File: config.mk
export PLATFORM = sky130hd
export DESIGN_NAME = sar_search_ctrl_flat
export DESIGN_NICKNAME = d
export VERILOG_FILES = /design/src/rtl/sar_pkg.sv /design/src/rtl/sar_search_ctrl_if.sv /design/src/rtl/sar_bitsel.sv /design/src/rtl/sar_search_ctrl.sv /design/src/flat_wrapper.sv
export SDC_FILE = /design/constraint.sdc
export NUM_CORES = 1
export LEC_CHECK = 0
export ABC_AREA = 0
export CORE_MARGIN = 3
export CORE_UTILIZATION = 40
export DETAILED_ROUTE_END_ITERATION = 7
export GPL_TIMING_DRIVEN = 0
export HOLD_SLACK_MARGIN = 0.08
export SLEW_MARGIN = 25
export SYNTH_ARGS = -nofsm -noshare
export SYNTH_HDL_FRONTEND = slang
export SYNTH_SLANG_ARGS = --single-unit
File: constraint.sdc
create_clock -name clk -period 2 [get_ports clk]
set_input_delay 0.4 -clock clk [delete_from_list [all_inputs] [get_ports clk]]
set_output_delay 0.4 -clock clk [all_outputs]
set_load 0.005 [all_outputs]
File: src/rtl/sar_pkg.sv
// Shared definitions for the successive-approximation search controller.
package sar_pkg;

    localparam int STATE_W = 4;
    localparam int W_DEF   = 4;

    typedef enum logic [STATE_W-1:0] {
        S_IDLE   = 4'b1000,
        S_DRIVE  = 4'b0100,
        S_SAMPLE = 4'b0010,
        S_DONE   = 4'b0001
    } state_t;

endpackage

File: src/rtl/sar_search_ctrl_if.sv
// Search/compare interface between the SAR controller and its environment.
// Optional err flag present when SAR_CMP_CHECK_EN is defined.
interface sar_search_ctrl_if #(
    parameter int W  = 4,
    parameter int IW = 3
);
    logic          start;
    logic          cmp_eq;
    logic          cmp_lt;
    logic          cmp_gt;
    logic [W-1:0]  guess;
    logic          busy;
    logic          done;
    logic          found;
    logic [W-1:0]  result;
    logic [IW-1:0] iter;
`ifdef SAR_CMP_CHECK_EN
    logic          err;

    modport master (
        input  start, cmp_eq, cmp_lt, cmp_gt,
        output guess, busy, done, found, result, iter, err
    );
    modport slave (
        output start, cmp_eq, cmp_lt, cmp_gt,
        input  guess, busy, done, found, result, iter, err
    );
`else
    modport master (
        input  start, cmp_eq, cmp_lt, cmp_gt,
        output guess, busy, done, found, result, iter
    );
    modport slave (
        output start, cmp_eq, cmp_lt, cmp_gt,
        input  guess, busy, done, found, result, iter
    );
`endif
endinterface

File: src/rtl/sar_bitsel.sv
// Bit-index decoder: one-hot W-bit mask with bit k set.
module sar_bitsel #(
    parameter int W  = 4,
    parameter int IW = 3
) (
    input  logic [IW-1:0] k,
    output logic [W-1:0]  mask
);

    always_comb begin
        mask = '0;
        for (int i = 0; i < W; i++) begin
            mask[i] = (k == IW'(i));
        end
    end

endmodule

File: src/rtl/sar_search_ctrl.sv
// Successive-approximation search controller, MSB-first, driving an external comparator.
// Define SAR_CMP_CHECK_EN to flag non-one-hot comparator responses on err.
//
// state    | meaning
// S_IDLE   | waiting for start; guess holds last result
// S_DRIVE  | present result | (1<<k) on guess
// S_SAMPLE | comparator settled; decide bit k
// S_DONE   | one-cycle done pulse, guess returns to result
module sar_search_ctrl
    import sar_pkg::*;
#(
    parameter int W  = W_DEF,
    parameter int IW = 3
) (
    input  logic              clk,
    input  logic              rst_b,
    sar_search_ctrl_if.master bus
);

    state_t        state;
    logic [IW-1:0] k;
    logic [W-1:0]  mask;
    logic [W-1:0]  guess_q;
    logic [W-1:0]  result_q;
    logic [IW-1:0] iter_q;
    logic          busy_q;
    logic          done_q;
    logic          found_q;
    logic          keep_bit;
    logic          last_bit;

    sar_bitsel #(.W(W), .IW(IW)) u_bitsel (
        .k    (k),
        .mask (mask)
    );

    // gt wins over lt, and silence is read as gt, so only a clean lt keeps the bit
    assign keep_bit = bus.cmp_lt & ~bus.cmp_gt;
    assign last_bit = (k == '0);

`ifdef SAR_CMP_CHECK_EN
    logic err_q;
    logic flags_ok;

    assign flags_ok = $onehot({bus.cmp_eq, bus.cmp_lt, bus.cmp_gt});
    assign bus.err  = err_q;
`endif

    always_ff @(posedge clk or negedge rst_b) begin
        if (!rst_b) begin
            state    <= S_IDLE;
            k        <= '0;
            guess_q  <= '0;
            result_q <= '0;
            iter_q   <= '0;
            busy_q   <= 1'b0;
            done_q   <= 1'b0;
            found_q  <= 1'b0;
`ifdef SAR_CMP_CHECK_EN
            err_q    <= 1'b0;
`endif
        end else begin
            done_q <= 1'b0;
            unique case (state)
                S_IDLE: begin
                    if (bus.start) begin
                        state    <= S_DRIVE;
                        k        <= IW'(W-1);
                        result_q <= '0;
                        iter_q   <= '0;
                        found_q  <= 1'b0;
                        busy_q   <= 1'b1;
`ifdef SAR_CMP_CHECK_EN
                        err_q    <= 1'b0;
`endif
                    end
                end
                S_DRIVE: begin
                    guess_q <= result_q | mask;
                    state   <= S_SAMPLE;
                end
                S_SAMPLE: begin
                    iter_q <= iter_q + IW'(1);
`ifdef SAR_CMP_CHECK_EN
                    if (!flags_ok) begin
                        err_q  <= 1'b1;
                        state  <= S_DONE;
                        busy_q <= 1'b0;
                        done_q <= 1'b1;
                    end else
`endif
                    if (bus.cmp_eq) begin
                        result_q <= guess_q;
                        found_q  <= 1'b1;
                        state    <= S_DONE;
                        busy_q   <= 1'b0;
                        done_q   <= 1'b1;
                    end else begin
                        if (keep_bit) begin
                            result_q <= guess_q;
                        end
                        if (last_bit) begin
                            state  <= S_DONE;
                            busy_q <= 1'b0;
                            done_q <= 1'b1;
                        end else begin
                            k     <= k - IW'(1);
                            state <= S_DRIVE;
                        end
                    end
                end
                S_DONE: begin
                    guess_q <= result_q;
                    state   <= S_IDLE;
                end
                default: state <= S_IDLE;
            endcase
        end
    end

    assign bus.guess  = guess_q;
    assign bus.busy   = busy_q;
    assign bus.done   = done_q;
    assign bus.found  = found_q;
    assign bus.result = result_q;
    assign bus.iter   = iter_q;

endmodule

File: src/flat_wrapper.sv
// flat-port wrapper written by rule: the top's interface ports become plain ports
module sar_search_ctrl_flat import sar_pkg::*;
#(
    parameter int W  = W_DEF,
    parameter int IW = 3
)
  (clk, rst_b, bus_start, bus_cmp_eq, bus_cmp_lt, bus_cmp_gt, bus_guess, bus_busy, bus_done, bus_found, bus_result, bus_iter);
  sar_search_ctrl_if #(.W(W), .IW(IW)) bus_i ();
  input  logic clk;
  input  logic rst_b;
  input wire logic [$bits(bus_i.start)-1:0] bus_start;
  input wire logic [$bits(bus_i.cmp_eq)-1:0] bus_cmp_eq;
  input wire logic [$bits(bus_i.cmp_lt)-1:0] bus_cmp_lt;
  input wire logic [$bits(bus_i.cmp_gt)-1:0] bus_cmp_gt;
  output wire logic [$bits(bus_i.guess)-1:0] bus_guess;
  output wire logic [$bits(bus_i.busy)-1:0] bus_busy;
  output wire logic [$bits(bus_i.done)-1:0] bus_done;
  output wire logic [$bits(bus_i.found)-1:0] bus_found;
  output wire logic [$bits(bus_i.result)-1:0] bus_result;
  output wire logic [$bits(bus_i.iter)-1:0] bus_iter;
  assign bus_i.start = bus_start;
  assign bus_i.cmp_eq = bus_cmp_eq;
  assign bus_i.cmp_lt = bus_cmp_lt;
  assign bus_i.cmp_gt = bus_cmp_gt;
  assign bus_guess = bus_i.guess;
  assign bus_busy = bus_i.busy;
  assign bus_done = bus_i.done;
  assign bus_found = bus_i.found;
  assign bus_result = bus_i.result;
  assign bus_iter = bus_i.iter;
  sar_search_ctrl #(.W(W), .IW(IW)) u_core (.clk(clk), .rst_b(rst_b), .bus(bus_i));
endmodule
==> results.md <==
- Pre-antenna DRT Iters: 4
- Syn nets: 119
- CP endpoint kind: flip-flop
- Syn Inst Count: 107
- DP Worst Slack: -0.229 ns
- Leak: 0.578 nW
- Clock sinks: 21
- Number of max-cap violations: 0
- Slew Limit Fails: 0
- Filler cells: 225
- Global route overflow: 0
- Avg Cell Area, Syn: 10.3 µm²
- Min Clock Period, post-route: 1.93 ns
- Sum of negative setup slack: 0 ns
- Synth unique cells: 37
- Maximum vdd ir drop: 0.665 mV
- DR vias/cell: 5.40
- Final nets: 144
- Post-route ant nets: 0
- Routability cong.: 0.744
- Status: complete, no violations
- Cts bufs inserted: 3
- Worst path slowest cell: or4b_1
- Min Hold Slack: 0.509 ns
- Main area contributors after synthesis: dfrtp_1 (45%), ha_1 (6.8%), inv_1 (4.4%)
- YS warnings: 0
- Post-DR wirelength/cell: 14.7 µm
- WS Path Type: flip-flop to flip-flop
- Clk_skew: 0.00989 ns
- Top-count cell post-synth: dfrtp_1
- Cell family with most CP delay: simple AND/OR/NAND/NOR gates
- Seq/Total Area, Yosys: 0.478
- Max Fclk: 0.519 GHz
- DRC: 0
- Clk_lat worst skew: 0.31 ns
- Post-layout util: 0.553
- Slew @ Worst Pin: 0.746 ns
- Area Growth Syn to Fin: 27.6%
- Final Hold Viols: 0
- CTS max path bufs: 2
- WP buf/inv: 2
- Global-route wire length before repair: 4050 µm
- Flop-to-flop setup slack: 0.07 ns
- Data arrival, critical path: 2.18 ns
- Largest net degree at the start of global routing: 22
- Critical Path Source Type: flip-flop
- Share of cells above drive strength 1: 0.0992
- Die height: 58.5 µm
- CP Data Required Time: 2.25 ns
- Worst path max stage delay: 0.50 ns
- FP Rows: 18
- IO Count: 20
- I/O Buffers: 19
- # diodes: 0
- Vias in the first global route: 869
- Worst hold start: u_core.bus.iter[0]
- DPL Wire Length: 1670 µm
- Worst R2R Start: u_core.state[2]
- Vias: 870
- Hold Path Stages: 1
- Crit share post-route: 0.964
- Top cell type's share of synthesized area: 0.454
- Critical-path cell list: clkbuf_4, or4b_1, buf_4, or4_1, a21boi_2
- H-tree levels: 1
- Async set or reset register ratio after synthesis: 1.00
- Reg clk slew, reported paths: 0.12 ns
- Total Wirelength: 2360 µm
- Effective utilization at floorplan: 0.433
- Final Worst Setup Slack: 0.0726 ns
- Hold Crit Class: flip-flop to flip-flop
- CTS Root Cell: clkbuf_4
- Reg2Reg Depth: 5
- Post-CTS setup buffers: 0
- Power density over the cells: 1100 mW/mm²
- RSZ-0062 raised after global routing: true
- Critical Path Fanout Max: 10
- Initial antenna violation count: 0
- Worst Hold Endpoint: u_core.bus.iter[0]
- Synth area leader: dfrtp_1
- Most frequent cells after synthesis: dfrtp_1 (20), inv_1 (13), a21oi_1 (7), ha_1 (6), nand2b_1 (5)
- 1st-iter DRT viols: 19
- Die area: 0.00342 mm²
- All-Layer GR Usage: 0.156
- Number of synthesized flops with an enable pin: 0
- DIE WIDTH: 58.5 µm
- Synth Cell Area: 0.00110 mm²
- #FFs+latches synth: 21
- Top_reg_cell synth: dfrtp_1
- Reg-to-reg endpoint: u_core.k[2]
- Relative slew slack: 0.500
- Setup-failing EPs final: 0
- Core outline area: 0.00254 mm²
- TritonCTS clock tree: done
-- stage by stage --
step           cells  instance area [µm²]  total power [mW]
6_report         161                 1410              1.54
5_1_grt          161                 1410              1.66
4_1_cts          160                 1380              1.53
3_5_place_dp     156                 1340              1.30
3_3_place_gp     156                 1330              1.27
2_1_floorplan    107                 1100              1.01
-- cells by family (layout without fill, tap and decap cells) --
| kind of cell | Yosys count | count (layout) | synth area share |
|---|---|---|---|
| compound gates | 31 | 31 | 0.192 |
| simple gates | 27 | 27 | 0.161 |
| flops | 21 | 21 | 0.478 |
| buf+inv | 19 | 43 | 0.0738 |
| fa+ha+maj | 6 | 6 | 0.0681 |
| mux | 3 | 3 | 0.0272 |
-- repair_timing --
item	CTS	global route
endpoints found under the hold margin	0	20
pin swaps	0	1
setup endpoints to repair	4	7
hold buffers	0	1
gates resized for setup	3	6
-- flip-flops by register name, indices dropped and copies added (netlist names) --
name,cells
u_core.bus.busy,1
u_core.bus.done,1
u_core.bus.found,1
u_core.bus.guess,4
u_core.bus.iter,3
u_core.bus.result,4
u_core.k,3
u_core.state,4
-- worst max path at each step --
| stage | startpoint | endpoint | cells after the start |
|---|---|---|---|
| final | u_core.state[2] | u_core.k[2] | 5 |
| after global routing | u_core.state[2] | u_core.k[2] | 5 |
| after CTS | u_core.state[3] | u_core.bus.result[2] | 4 |
| after detailed placement | bus_start | u_core.k[1] | 4 |
| after global placement | bus_start | u_core.bus.result[2] | 4 |
| after floorplan | u_core.state[0] | u_core.k[2] | 5 |
-- worst register-to-register path, cell delays in order, from the launching register on --
cell      delay [ns]
dfrtp_1         0.39
clkbuf_4        0.20
or4b_1          0.50
buf_4           0.18
or4_1           0.49
a21boi_2        0.13
-- layout by cell type, fill, tap and decap left out, drive strengths merged --
master and count:
clkbuf 7, dlygate4sd3 1, nand2 2, o21ai 4
buf 3, o21a 1, nor4b 2, a21boi 1
a2bb2oi 1, or2b 1, inv 13, nor2b 2
o221ai 4, a311oi 1, a211oi 2, a221oi 1
mux2i 3, ha 6, clkdlybuf4s50 18, a21o 1
a21oi 7, o311ai 1, o31ai 2, nor3 3
or4 1, a22o 1, dfstp 1, nand2b 5
a31oi 4, dfrtp 20, nor2 3, nand3b 1
and3b 1, or4b 2, clkinv 1, nand4 4
-- cell type report --
type                            instances  area (µm²)  share of cell area
Clock buffer                            4        26.3              0.0187
Sequential cell                        21         527               0.375
Buffer                                  5        33.8              0.0240
Multi-Input combinational cell         67         534               0.380
Inverter                               14        52.6              0.0374
Timing Repair Buffer                   20         195               0.139
Tap cell                               30        37.5              0.0267
-- routing by layer --
metal  global-route usage  up-vias  part of all wire
met4               0.0596        0            0.0055
met5                    0        -                 0
met1                0.213      415              0.48
met3               0.0263        2             0.044
li1                     -      435                 -
met2                0.246       18              0.46
-- power breakdown --
part / internal (mW) / switching (mW) / total (mW)
Clock: 0.0778 / 0.132 / 0.210
Sequential: 0.551 / 0.0882 / 0.639
Combinational: 0.358 / 0.337 / 0.695
(Power assumes the default switching activity.)
